`src/rtl/preamble_sig_sequencer.sv`:
```
// Self-test sequencer for the midterm-preamble circuit: LFSR stimulus in, MISR signature out.
// Optional capture register and DRAIN state enabled by defining PREAMBLE_SEQ_CAPTURE_PIPE_EN.
module preamble_sig_sequencer #(
  parameter int unsigned NUM_VECTORS = 256
) (
  input  logic        clk,
  input  logic        clear,
  input  logic        start,
  input  logic [7:0]  seed,
  output logic        busy,
  output logic        done,
  output logic [15:0] signature,
  output logic        dut_clear,
  output logic [7:0]  dut_in,
  input  logic [7:0]  dut_out
);

  typedef enum logic [2:0] {
    S_IDLE,
    S_CLR,
    S_RUN,
    S_DRAIN,
    S_DONE
  } state_t;

  localparam logic [15:0] LAST_CNT = 16'(NUM_VECTORS - 1);

  state_t      r_state;
  state_t      w_nextState;
  logic [7:0]  r_lfsr;
  logic [15:0] r_vecCnt;
  logic [15:0] r_sig;
  logic        w_lfsrFb;
  logic        w_misrFb;
  logic        w_misrStep;
  logic [7:0]  w_cap;

  always_ff @(posedge clk or posedge clear) begin
    if (clear) r_state <= S_IDLE;
    else       r_state <= w_nextState;
  end

  always_comb begin
    w_nextState = r_state;
    unique case (r_state)
      S_IDLE:  if (start) w_nextState = S_CLR;
      S_CLR:   w_nextState = S_RUN;
      S_RUN: begin
        if (r_vecCnt == LAST_CNT) begin
`ifdef PREAMBLE_SEQ_CAPTURE_PIPE_EN
          w_nextState = S_DRAIN;
`else
          w_nextState = S_DONE;
`endif
        end
      end
      S_DRAIN: w_nextState = S_DONE;
      S_DONE:  w_nextState = S_IDLE;
      default: w_nextState = S_IDLE;
    endcase
  end

  always_comb begin
    busy      = (r_state != S_IDLE);
    done      = (r_state == S_DONE);
    dut_clear = (r_state == S_IDLE) || (r_state == S_CLR);
    dut_in    = (r_state == S_RUN) ? r_lfsr : 8'h00;
  end

  assign w_lfsrFb = r_lfsr[7] ^ r_lfsr[5] ^ r_lfsr[4] ^ r_lfsr[3];
  assign w_misrFb = r_sig[15] ^ r_sig[11] ^ r_sig[4];

  // The all-zero LFSR state is a lock-up, so a zero seed is remapped to 1.
  always_ff @(posedge clk or posedge clear) begin
    if (clear) begin
      r_lfsr <= 8'h01;
    end else if ((r_state == S_IDLE) && start) begin
      r_lfsr <= (seed == 8'h00) ? 8'h01 : seed;
    end else if (r_state == S_RUN) begin
      r_lfsr <= {r_lfsr[6:0], w_lfsrFb};
    end
  end

  always_ff @(posedge clk or posedge clear) begin
    if (clear) begin
      r_vecCnt <= 16'h0000;
    end else if (r_state == S_CLR) begin
      r_vecCnt <= 16'h0000;
    end else if (r_state == S_RUN) begin
      r_vecCnt <= r_vecCnt + 16'h0001;
    end
  end

`ifdef PREAMBLE_SEQ_CAPTURE_PIPE_EN
  logic [7:0] r_cap;

  always_ff @(posedge clk or posedge clear) begin
    if (clear) r_cap <= 8'h00;
    else       r_cap <= dut_out;
  end

  // The register lags by one cycle: skip the first RUN cycle's stale contents, finish in DRAIN.
  assign w_cap      = r_cap;
  assign w_misrStep = ((r_state == S_RUN) && (r_vecCnt != 16'h0000)) || (r_state == S_DRAIN);
`else
  assign w_cap      = dut_out;
  assign w_misrStep = (r_state == S_RUN);
`endif

  always_ff @(posedge clk or posedge clear) begin
    if (clear) begin
      r_sig <= 16'h0000;
    end else if (r_state == S_CLR) begin
      r_sig <= 16'h0000;
    end else if (w_misrStep) begin
      r_sig <= {r_sig[14:0], w_misrFb} ^ {8'h00, w_cap};
    end
  end

  assign signature = r_sig;

endmodule

```
`config.mk`:
```
export PLATFORM = sky130hd
export DESIGN_NAME = preamble_sig_sequencer
export DESIGN_NICKNAME = d
export VERILOG_FILES = /design/src/rtl/preamble_sig_sequencer.sv
export SDC_FILE = /design/constraint.sdc
export NUM_CORES = 1
export LEC_CHECK = 0
export ABC_AREA = 1
export CAP_MARGIN = 20
export CORE_UTILIZATION = 30
export CTS_BUF_LIST = sky130_fd_sc_hd__clkbuf_8
export CTS_CLUSTER_SIZE = 20
export DETAILED_ROUTE_END_ITERATION = 10
export SLEW_MARGIN = 20
export SYNTH_ARGS = -nofsm -noshare
export SYNTH_HDL_FRONTEND = slang
export SYNTH_SLANG_ARGS = --single-unit
```
`constraint.sdc`:
```
create_clock -name clk -period 1.4 [get_ports clk]
set_input_delay 0.28 -clock clk [delete_from_list [all_inputs] [get_ports clk]]
set_output_delay 0.28 -clock clk [all_outputs]
set_load 0.01 [all_outputs]
```
**Yosys cells after proc, flatten, opt, wreduce, memory -nomap -nowiden**

Index checks and enable logic that the tools add are counted.

- $add $sub $neg: 1
- Multiply operators: 0
- Divide/modulo/power cells: 0
- Order comparisons: 0
- Eq/ne operators: 7
- Shift-type cells: 0
- Multiplexer cells: 11
- Bitwise logic cells: 6
- Reductions and logical operators: 8

Operators with widths:

| kind | count |
|---|---|
| 16-bit 2-to-1 mux | 4 |
| 8-bit 2-to-1 mux | 4 |
| 16-bit by 1-bit adder with 16-bit output (second input constant) | 1 |
| 16-bit by 8-bit equality test with 1-bit output (second input constant) | 1 |
| 16-bit by 8-bit XOR with 16-bit output | 1 |
| 3-bit case mux with 4 select lines | 1 |
| 8-bit zero test | 1 |
| 3-bit by 2-bit equality test with 1-bit output (second input constant) | 2 |
| 3-bit 2-to-1 mux | 2 |
| 1-bit XOR | 5 |
| 2-bit nonzero test | 2 |
| 3-bit by 1-bit equality test with 1-bit output (second input constant) | 1 |
| 3-bit equality test (second input constant) | 1 |
| 3-bit zero test | 1 |
| 3-bit nonzero test | 1 |
| 2-bit by 1-bit != test with 1-bit output (second input constant) | 1 |
| 2-bit != test (second input constant) | 1 |
| 2-bit AND reduction | 1 |
| 1-bit logical AND | 1 |
| 1-bit logical OR | 1 |

- Bits in registers: 43
- Latch bits: 0
- RAM bits: 0
- ROM bits: 0
- Output and inout bits: 27
- Word-level logic and storage cells: 37
- Memories kept: 0

**Logic depth before layout (Yosys ltp)**

Gate-level depths: netlist of run 1.

- Word-level depth: 5
- Depth in mapped cells: 8
- Depth with buffers taken out: 7

**Least setup slack after synthesis of run 1**

No wires, ideal clock.

- Kind: register -> output
- Start: reg r_state[2]
- End: out dut_in[0]
- Data arrival time: 1,034 ps
- Required time: 1,120 ps
- Path slack: 86 ps
- Stages on the path, launching flop included: 6
- Cell sequence: dfrtp_1 -> inv_2 -> nand3_4 -> buf_6 -> buf_6 -> nor2_1

- Cells in the longest elaborated chain, start to end: 2

RTL lines:

| element | line | text |
|---|---|---|
| start, declared | 28 | `state_t r_state;` |
| start signal, assigned | 40 | `else r_state <= w_nextState;` |
| 3-bit by 2-bit equality test with 1-bit output | 67 | `dut_in = (r_state == S_RUN) ? r_lfsr : 8'h00;` |
| 8-bit 2-to-1 mux | 67 |  |
| end, declared | 14 | `output logic [7:0] dut_in,` |

No other way between the ends.

**Worst setup path after layout of run 1**

- Start: reg r_state[0]
- End: out dut_clear

- Cells in the longest elaborated chain, start to end: 2
- Elaborated cells between the ends (all ways): 3
- Classes of those cells: eq/ne: 1; reduce/logical: 2

RTL lines:

| element | line | text |
|---|---|---|
| 3-bit by 1-bit equality test with 1-bit output / 3-bit zero test (equally long branches) | 66 | `dut_clear = (r_state == S_IDLE) \|\| (r_state == S_CLR);` |
| 1-bit logical OR * | 66 |  |
| end, declared | 13 | `output logic dut_clear,` |

Every way passes the cells marked *; elsewhere a longest branch is shown, timed or not.

==> results of run 1 <==
==> cell usage in the layout, fill, tap and decap left out, types with 11 or more instances in the layout <==
master	n
nand2_1	58
dfrtp_1	41
inv_1	39
o21ai_0	22
buf_4	20
nor2_1	19
clkdlybuf4s50_1	18
nand3_1	16
o21ai_1	16
dlygate4sd2_1	16
xnor2_1	11
buf_2	11
==> worst max-delay path by stage <==
stage          startpoint        end  slack (ns)  cells past startpoint
6_report       r_state[0]  dut_clear       -0.13                      6
5_1_grt        r_state[1]  dut_in[4]       -0.18                      4
4_1_cts        r_state[0]  dut_clear       -0.13                      5
3_5_place_dp   r_state[1]  dut_clear       -0.18                      4
3_3_place_gp   r_state[1]  dut_clear       -0.13                      4
2_1_floorplan  r_state[2]  dut_in[0]        0.09                      5
==> area by class of cell <==
type / count / area (µm²) / share of cell area
Multi-Input combinational cell: 198 / 1150 / 0.347
Clock buffer: 5 / 68.8 / 0.0207
Sequential cell: 43 / 1080 / 0.324
Clock inverter: 3 / 46.3 / 0.0139
Inverter: 45 / 191 / 0.0575
Timing Repair Buffer: 75 / 663 / 0.199
Tap cell: 99 / 124 / 0.0372
==> through the flow <==
step	worst slack, ns	cell area (µm²)
global placement	-0.128	2980
global route	-0.180	3330
detailed placement	-0.178	2980
finish	-0.127	3330
floorplan	0.0857	2310
CTS	-0.131	3130
==> routing by layer <==
layer / global-route usage / share of wire
met1: 0.154 / 0.45
met4: 0.0437 / 0.012
met3: 0.0262 / 0.038
met2: 0.256 / 0.50
met5: 0 / 0
==> flip-flops by register name (all words and copies together), names as in the netlist <==
signal,flops
r_lfsr,8
r_state,3
r_vecCnt,16
signature,16
==> timing repair <==
item | in CTS | in global routing
hold buffers | 0 | 0
pin swaps | 5 | 8
gates cloned | 1 | 1
gates resized for setup | 76 | 51
buffers inserted | 6 | 5
endpoints found under the setup margin | 41 | 31
==> where the power goes <==
part	total (mW)	internal [mW]	leakage, nW	switching (mW)
Clock	0.997	0.538	0.0548	0.459
Combinational	3.52	1.57	0.982	1.94
Sequential	1.90	1.63	0.563	0.264
Total	6.41	3.74	1.60	2.67
==> worst max-delay path: stages (launching register included) <==
cell	delay (ns)
dfrtp_1	0.41
inv_2	0.09
buf_4	0.15
nor2_4	0.09
nand2_4	0.05
nand2_1	0.05
buf_2	0.12
==> kinds of logic (layout without fill, tap and decap cells) <==
| group | after synthesis | in the layout | synth area share |
|---|---|---|---|
| adder cells (fa/ha/maj) | 1 | 1 | 0.00541 |
| buffers and inverters | 52 | 128 | 0.101 |
| AO/OA/AOI/OAI | 55 | 55 | 0.129 |
| XOR/XNOR | 11 | 11 | 0.0417 |
| flip-flops | 43 | 43 | 0.466 |
| AND/OR/NAND/NOR | 130 | 131 | 0.257 |
==> metrics.json, run 1 <==
{
  "run_status": {
    "outcome": "complete, but fails checks",
    "failing_checks": "setup timing"
  },
  "die": {
    "core_region_area_um2": 7370,
    "die_height_um": 89.8,
    "initial_core_util": 0.314,
    "die_x_um": 89.8,
    "ioPinCount": 46,
    "floorplan.rows": 31,
    "dieArea_um2": 8060
  },
  "global_routing": {
    "globalRouteOverflowTotal": 0,
    "pin_count_of_the_biggest_net_entering_global_routing": 44,
    "grt_pass1_wl_mm": 9.08,
    "grt_antenna_before_repair": 0,
    "grt_pass1_vias": 2029,
    "overall_track_demand_over_capacity_in_global_routing": 0.136
  },
  "drt": {
    "finalWirelength_mm": 5.70,
    "detailedRoute.firstIterationViolations": 76,
    "via_count": 2120,
    "drt_pass1_iterations": 4,
    "antenna_violating_nets_post_route": 0,
    "detail_route.wl_per_cell_um": 12.2,
    "via_density": 4.53,
    "drc": 0
  },
  "clock_tree": {
    "cts_buffers": 5,
    "worst_skew_pair.late_latency_ns": 0.30,
    "cts.sink_count": 43,
    "htree_levels": 2,
    "clockRootBuffer": "clkbuf_8",
    "clock_pin_slew_of_the_registers_on_the_worst_case_setup_and_hold_paths_ns": 0.09,
    "tritoncts": "built",
    "cts-root-to-sink-buffers": 2
  },
  "sta": {
    "rsz0062_at_grt": "yes",
    "final_setup_margin_ns": -0.127,
    "timing.hold.ws_ns": 0.329,
    "timing.final.crit_share": 1.09,
    "final.setup_skew_ns": 0.0103,
    "slew_headroom": 0.763,
    "period_minus_slack_ns": 1.53,
    "maxSlewViolCount": 0,
    "finalHoldViolations": 0,
    "setup_viol": 13,
    "setup-tns-final_ns": -1.09,
    "worst-slew-pin-transition_ns": 0.354,
    "max_clock_freq_mhz": 655
  },
  "run": {
    "max_cap_viol_count": 0
  },
  "pwr": {
    "power_per_cell_area_nw_per_um2": 1930,
    "power.leakage_nw": 1.60,
    "vdd_ir_drop_max_v": 0.000938,
    "p_total_mw": 6.41
  },
  "min_path": {
    "worstHoldPathType": "input pin to async pin"
  },
  "cells_and_area": {
    "diodes": 0,
    "final_cell_count_without_fillers": 468,
    "final_core_utilization": 0.451,
    "fill_cells": 748,
    "syn_to_final_growth_pct": 43.9,
    "drive_above_1_share": 0.255,
    "number_of_nets_in_the_layout": 388
  },
  "synth": {
    "post-synth-top-count-cell": "nand2_1",
    "ys_seq_elements": 43,
    "async_flop_share": 1.00,
    "post_synth_most_frequent_cells": "nand2_1 (63), dfrtp_1 (42), inv_1 (40), o21ai_0 (32), nor2_1 (28)",
    "synth_area_um2": 2310,
    "yosysWarningCount": 0,
    "synthDominantAreaCellType": "dfrtp_1",
    "cells_after_synth": 292,
    "synth-main-ff-cell": "dfrtp_1",
    "synth.yosys.seq_area_share": 0.466,
    "synth.lib_cells_used.distinct": 28,
    "synthDominantCellAreaShare": 0.455,
    "netlist_top_cells_area": "dfrtp_1 (45%), nand2_1 (10%), o21ai_0 (6.9%), inv_1 (6.5%), nor2_1 (4.5%)",
    "synth_edf_count": 0,
    "synth_nets": 312,
    "syn-mean-instance-area_um2": 7.92
  },
  "worst_setup_path": {
    "required_ns": 1.12,
    "critical_path.reg2reg.startpoint": "r_state[0]",
    "worst-path-max-fanout": 3,
    "rr_worst_depth": 9,
    "worst-endpoint-arrival_ns": 1.25,
    "regToRegEndpoint": "r_vecCnt[13]",
    "timing.critical_path.from_type": "register",
    "cp-end-kind": "output port",
    "setup.worst_path.class": "register to output port",
    "reg2reg_slack_ns": -0.02
  },
  "placement": {
    "portBuffers": 45,
    "globalplace.congestion": 0.861,
    "detailed_place_hpwl_mm": 3.86,
    "placedCellCount": 448
  }
}
Power figures use the tool's default switching activity.
==> run 2, diff against run 1 <==
Settings changed: CTS_BUF_LIST sky130_fd_sc_hd__clkbuf_8 to sky130_fd_sc_hd__clkbuf_2, SLEW_MARGIN 20 to default.
==> run 2 against run 1 <==
Effect of this change:
- the run still ends with setup timing left
- flip-flop and latch count unchanged
- clock power decreased by 26%
- sequential power decreased by 2%
- fmax decreased by 6.5%
- worst setup slack got worse by 0.11 ns
- register-to-register slack got worse by 0.08 ns
- global-route usage increased by 0.80 points
- total power increased by 6.3%
- first-iteration DRC count increased by 24%
- design area increased by 6.3%
- core utilization increased by 2.8 points
- critical path type unchanged
- largest power group unchanged
==> metrics.json, run 2 (same netlist as run 1, synthesis figures left out) <==
{
  "placement": {
    "portBuffers": {"value": 45, "change": "unchanged"},
    "dpl-instance-area": {"value": 2980, "unit": "µm²", "change": "unchanged"},
    "placedCellCount": {"value": 448, "change": "unchanged"},
    "globalplace.congestion": {"value": 0.861, "change": "unchanged"},
    "place_worst_setup_slack": {"value": -0.178, "unit": "ns", "change": "unchanged"},
    "detailed_place_hpwl": {"value": 3.86, "unit": "mm", "change": "unchanged"}
  },
  "clock_tree": {
    "worst_skew_pair.late_latency": {"value": 0.41, "unit": "ns", "change": "+0.11 ns"},
    "cts_buffers": {"value": 5, "change": "unchanged"},
    "clockRootBuffer": "clkbuf_2",
    "htree_levels": {"value": 2, "change": "unchanged"},
    "tritoncts": "built",
    "clock_pin_slew_of_the_registers_on_the_worst_case_setup_and_hold_paths": {"value": 0.25, "unit": "ns", "change": "+0.16 ns"},
    "post_cts_hold_buffer_count": {"value": 0, "change": "unchanged"},
    "cts-root-to-sink-buffers": {"value": 2, "change": "unchanged"},
    "cts.sink_count": {"value": 43, "change": "unchanged"}
  },
  "cells_and_area": {
    "layout.cells.most_common": "nand2_1",
    "final_design_area_no_fill": {"value": 3540, "unit": "µm²", "change": "+6.3%"},
    "layout.area.seq": {"value": 1080, "unit": "µm²", "change": "+0.12%"},
    "fill_cells": {"value": 717, "change": "-4.1%"},
    "diodes": {"value": 0, "change": "unchanged"},
    "drive_above_1_share": {"value": 0.394, "change": "+0.139"},
    "syn_to_final_growth_pct": 52.9,
    "multi_input_area": {"value": 1260, "unit": "µm²", "change": "+8.8%"},
    "top_library_cells_by_usage_in_the_layout_fill_and_taps_aside": "nand2_1 (53), inv_1 (40), dfrtp_1 (40)",
    "number_of_nets_in_the_layout": {"value": 410, "change": "+5.7%"},
    "final_core_utilization": {"value": 0.480, "change": "+0.0284"},
    "final_cell_count_without_fillers": {"value": 490, "change": "+4.7%"}
  },
  "drt": {
    "drt_pass1_iterations": {"value": 4, "change": "unchanged"},
    "detailedRoute.firstIterationViolations": {"value": 94, "change": "+24%"},
    "antenna_violating_nets_post_route": {"value": 0, "change": "unchanged"},
    "via_density": {"value": 4.60, "change": "+1.6%"},
    "drc": {"value": 0, "change": "unchanged"},
    "detail_route.wl_per_cell": {"value": 12.7, "unit": "µm", "change": "+4.1%"},
    "finalWirelength": {"value": 6.22, "unit": "mm", "change": "+9.0%"},
    "via_count": {"value": 2255, "change": "+6.4%"}
  },
  "worst_setup_path": {
    "worst-path-max-fanout": {"value": 3, "change": "unchanged"},
    "worst-endpoint-arrival": {"value": 1.35, "unit": "ns", "change": "+0.10 ns"},
    "cp-end-kind": "output port",
    "crit_path_top_delay_cell": "dfrtp_1",
    "required": {"value": 1.12, "unit": "ns", "change": "about the same"},
    "timing.critical_path.cells": "inv_2 > buf_4 > nor2_4 > nand2_4 > nand2_1 > buf_2",
    "timing.critical_path.from_type": "register",
    "worst_path_largest_cell_delay": {"value": 0.45, "unit": "ns", "change": "+0.04 ns"},
    "setup.worst_path.class": "register to output port"
  },
  "global_routing": {
    "overall_track_demand_over_capacity_in_global_routing": {"value": 0.144, "change": "+0.00802"},
    "grt_antenna_before_repair": {"value": 0, "change": "unchanged"},
    "grt_pass1_wl": {"value": 9.59, "unit": "mm", "change": "+5.6%"},
    "grt_pass1_vias": {"value": 2126, "change": "+4.8%"},
    "globalRouteOverflowTotal": {"value": 0, "change": "unchanged"},
    "pin_count_of_the_biggest_net_entering_global_routing": {"value": 44, "change": "unchanged"}
  },
  "die": {
    "core_region_area": {"value": 7370, "unit": "µm²", "change": "unchanged"},
    "die_x": {"value": 89.8, "unit": "µm", "change": "unchanged"},
    "dieArea": {"value": 8060, "unit": "µm²", "change": "unchanged"},
    "initial_core_util": {"value": 0.314, "change": "unchanged"},
    "die_height": {"value": 89.8, "unit": "µm", "change": "unchanged"},
    "floorplan.rows": {"value": 31, "change": "unchanged"},
    "ioPinCount": {"value": 46, "change": "unchanged"}
  },
  "sta": {
    "timing.final.crit_share": {"value": 1.17, "change": "+0.0753"},
    "max_clock_freq": {"value": 612, "unit": "MHz", "change": "-6.5%"},
    "slew_headroom": {"value": 0.759, "change": "-0.00438"},
    "finalHoldViolations": {"value": 0, "change": "unchanged"},
    "period_minus_slack": {"value": 1.63, "unit": "ns", "change": "+0.105 ns"},
    "rsz0062_at_grt": "yes",
    "final.setup_skew": {"value": 0.0303, "unit": "ns", "change": "+0.0200 ns"},
    "worst-slew-pin-transition": {"value": 0.360, "unit": "ns", "change": "+0.00654 ns"},
    "setup_viol": {"value": 27, "change": "+14"},
    "maxSlewViolCount": {"value": 0, "change": "unchanged"},
    "timing.hold.ws": {"value": 0.178, "unit": "ns", "change": "-0.152 ns"},
    "final_setup_margin": {"value": -0.233, "unit": "ns", "change": "-0.105 ns"},
    "setup-tns-final": {"value": -2.96, "unit": "ns", "change": "-1.86 ns"}
  },
  "run_status": {
    "failing_checks": "setup timing",
    "outcome": "complete, but fails checks"
  },
  "pwr": {
    "p_total": {"value": 6.81, "unit": "mW", "change": "+6.3%"},
    "power.leakage": {"value": 1.70, "unit": "nW", "change": "+6.3%"},
    "power_per_cell_area": {"value": 1930, "unit": "nW/µm²", "change": "about the same"},
    "vdd_ir_drop_max": {"value": 0.000964, "unit": "V", "change": "+2.8%"}
  },
  "run": {
    "max_cap_viol_count": {"value": 0, "change": "unchanged"}
  },
  "min_path": {
    "worstHoldPathType": "input pin to async pin"
  }
}
-- run 2: changes by cell type in the layout (fill, tap and decap cells not counted), moves of 6 or more --
cell           previous run  this run
buf_4                    20        33
o21ai_0                  22         8
dlygate4sd2_1            16         0
clkbuf_2                  0        10
buf_2                    11        22
o21ai_2                   5        13
o21ai_1                  16        22
buf_6                     6        13
-- run 2: where the power goes --
group	leakage (nW)	total, mW	switching [mW]	internal [mW]
clock network	0.0396	0.740	0.432	0.307
logic	1.10	4.21	2.26	1.96
registers	0.562	1.86	0.227	1.63
-- run 2: worst paths after layout --
check,from,cells past startpoint,slack [ns],end
setup reg to reg,r_state[0],8,-0.10,r_lfsr[3]
min in group clk,dut_out[5],3,0.49,signature[5]
max in group asynchronous,clear,3,0.97,r_lfsr[0]
hold / removal,clear,3,0.18,r_vecCnt[8]
setup / recovery,r_state[0],6,-0.23,dut_clear
hold reg to reg,r_lfsr[0],2,0.50,r_lfsr[0]
-- run 2: timing repair --
action	4_1_cts	5_1_grt
setup buffers	18	13
gates resized for setup	142	75
endpoints found under the hold margin	0	0
pin swaps	10	27
setup endpoints to repair	47	60
gates cloned	4	1
-- run 2: area by class of cell --
type                       count  share of cell area
multi-input combinational    198               0.355
sequential                    43               0.305
timing repair buffer          96               0.228
inverter                      45              0.0548
tap                           99              0.0350
clock inverter                 3              0.0131
clock buffer                   5             0.00708
timing repair inverter         1             0.00177
-- run 2: metal layers --
layer	vias up	GRT usage	share of wire
li1	1135	-	-
met2	45	0.265	0.53
met3	7	0.0288	0.035
met1	1068	0.170	0.43
met5	-	0	0
met4	0	0.0383	0.011
-- run 2: critical path: cells and delay by family (launching register included) --
kind / cells / cell delay (ns)
flops: 1 / 0.45
buf+inv: 3 / 0.39
simple gates: 3 / 0.12
==> run 3, diff against run 2 <==
Settings changed: ABC_CLOCK_PERIOD_IN_PS from default to 1400, CAP_MARGIN 20 to default.
==> results of run 3 <==
No change in the layout: final DEF, timing and power equal those of run 2.
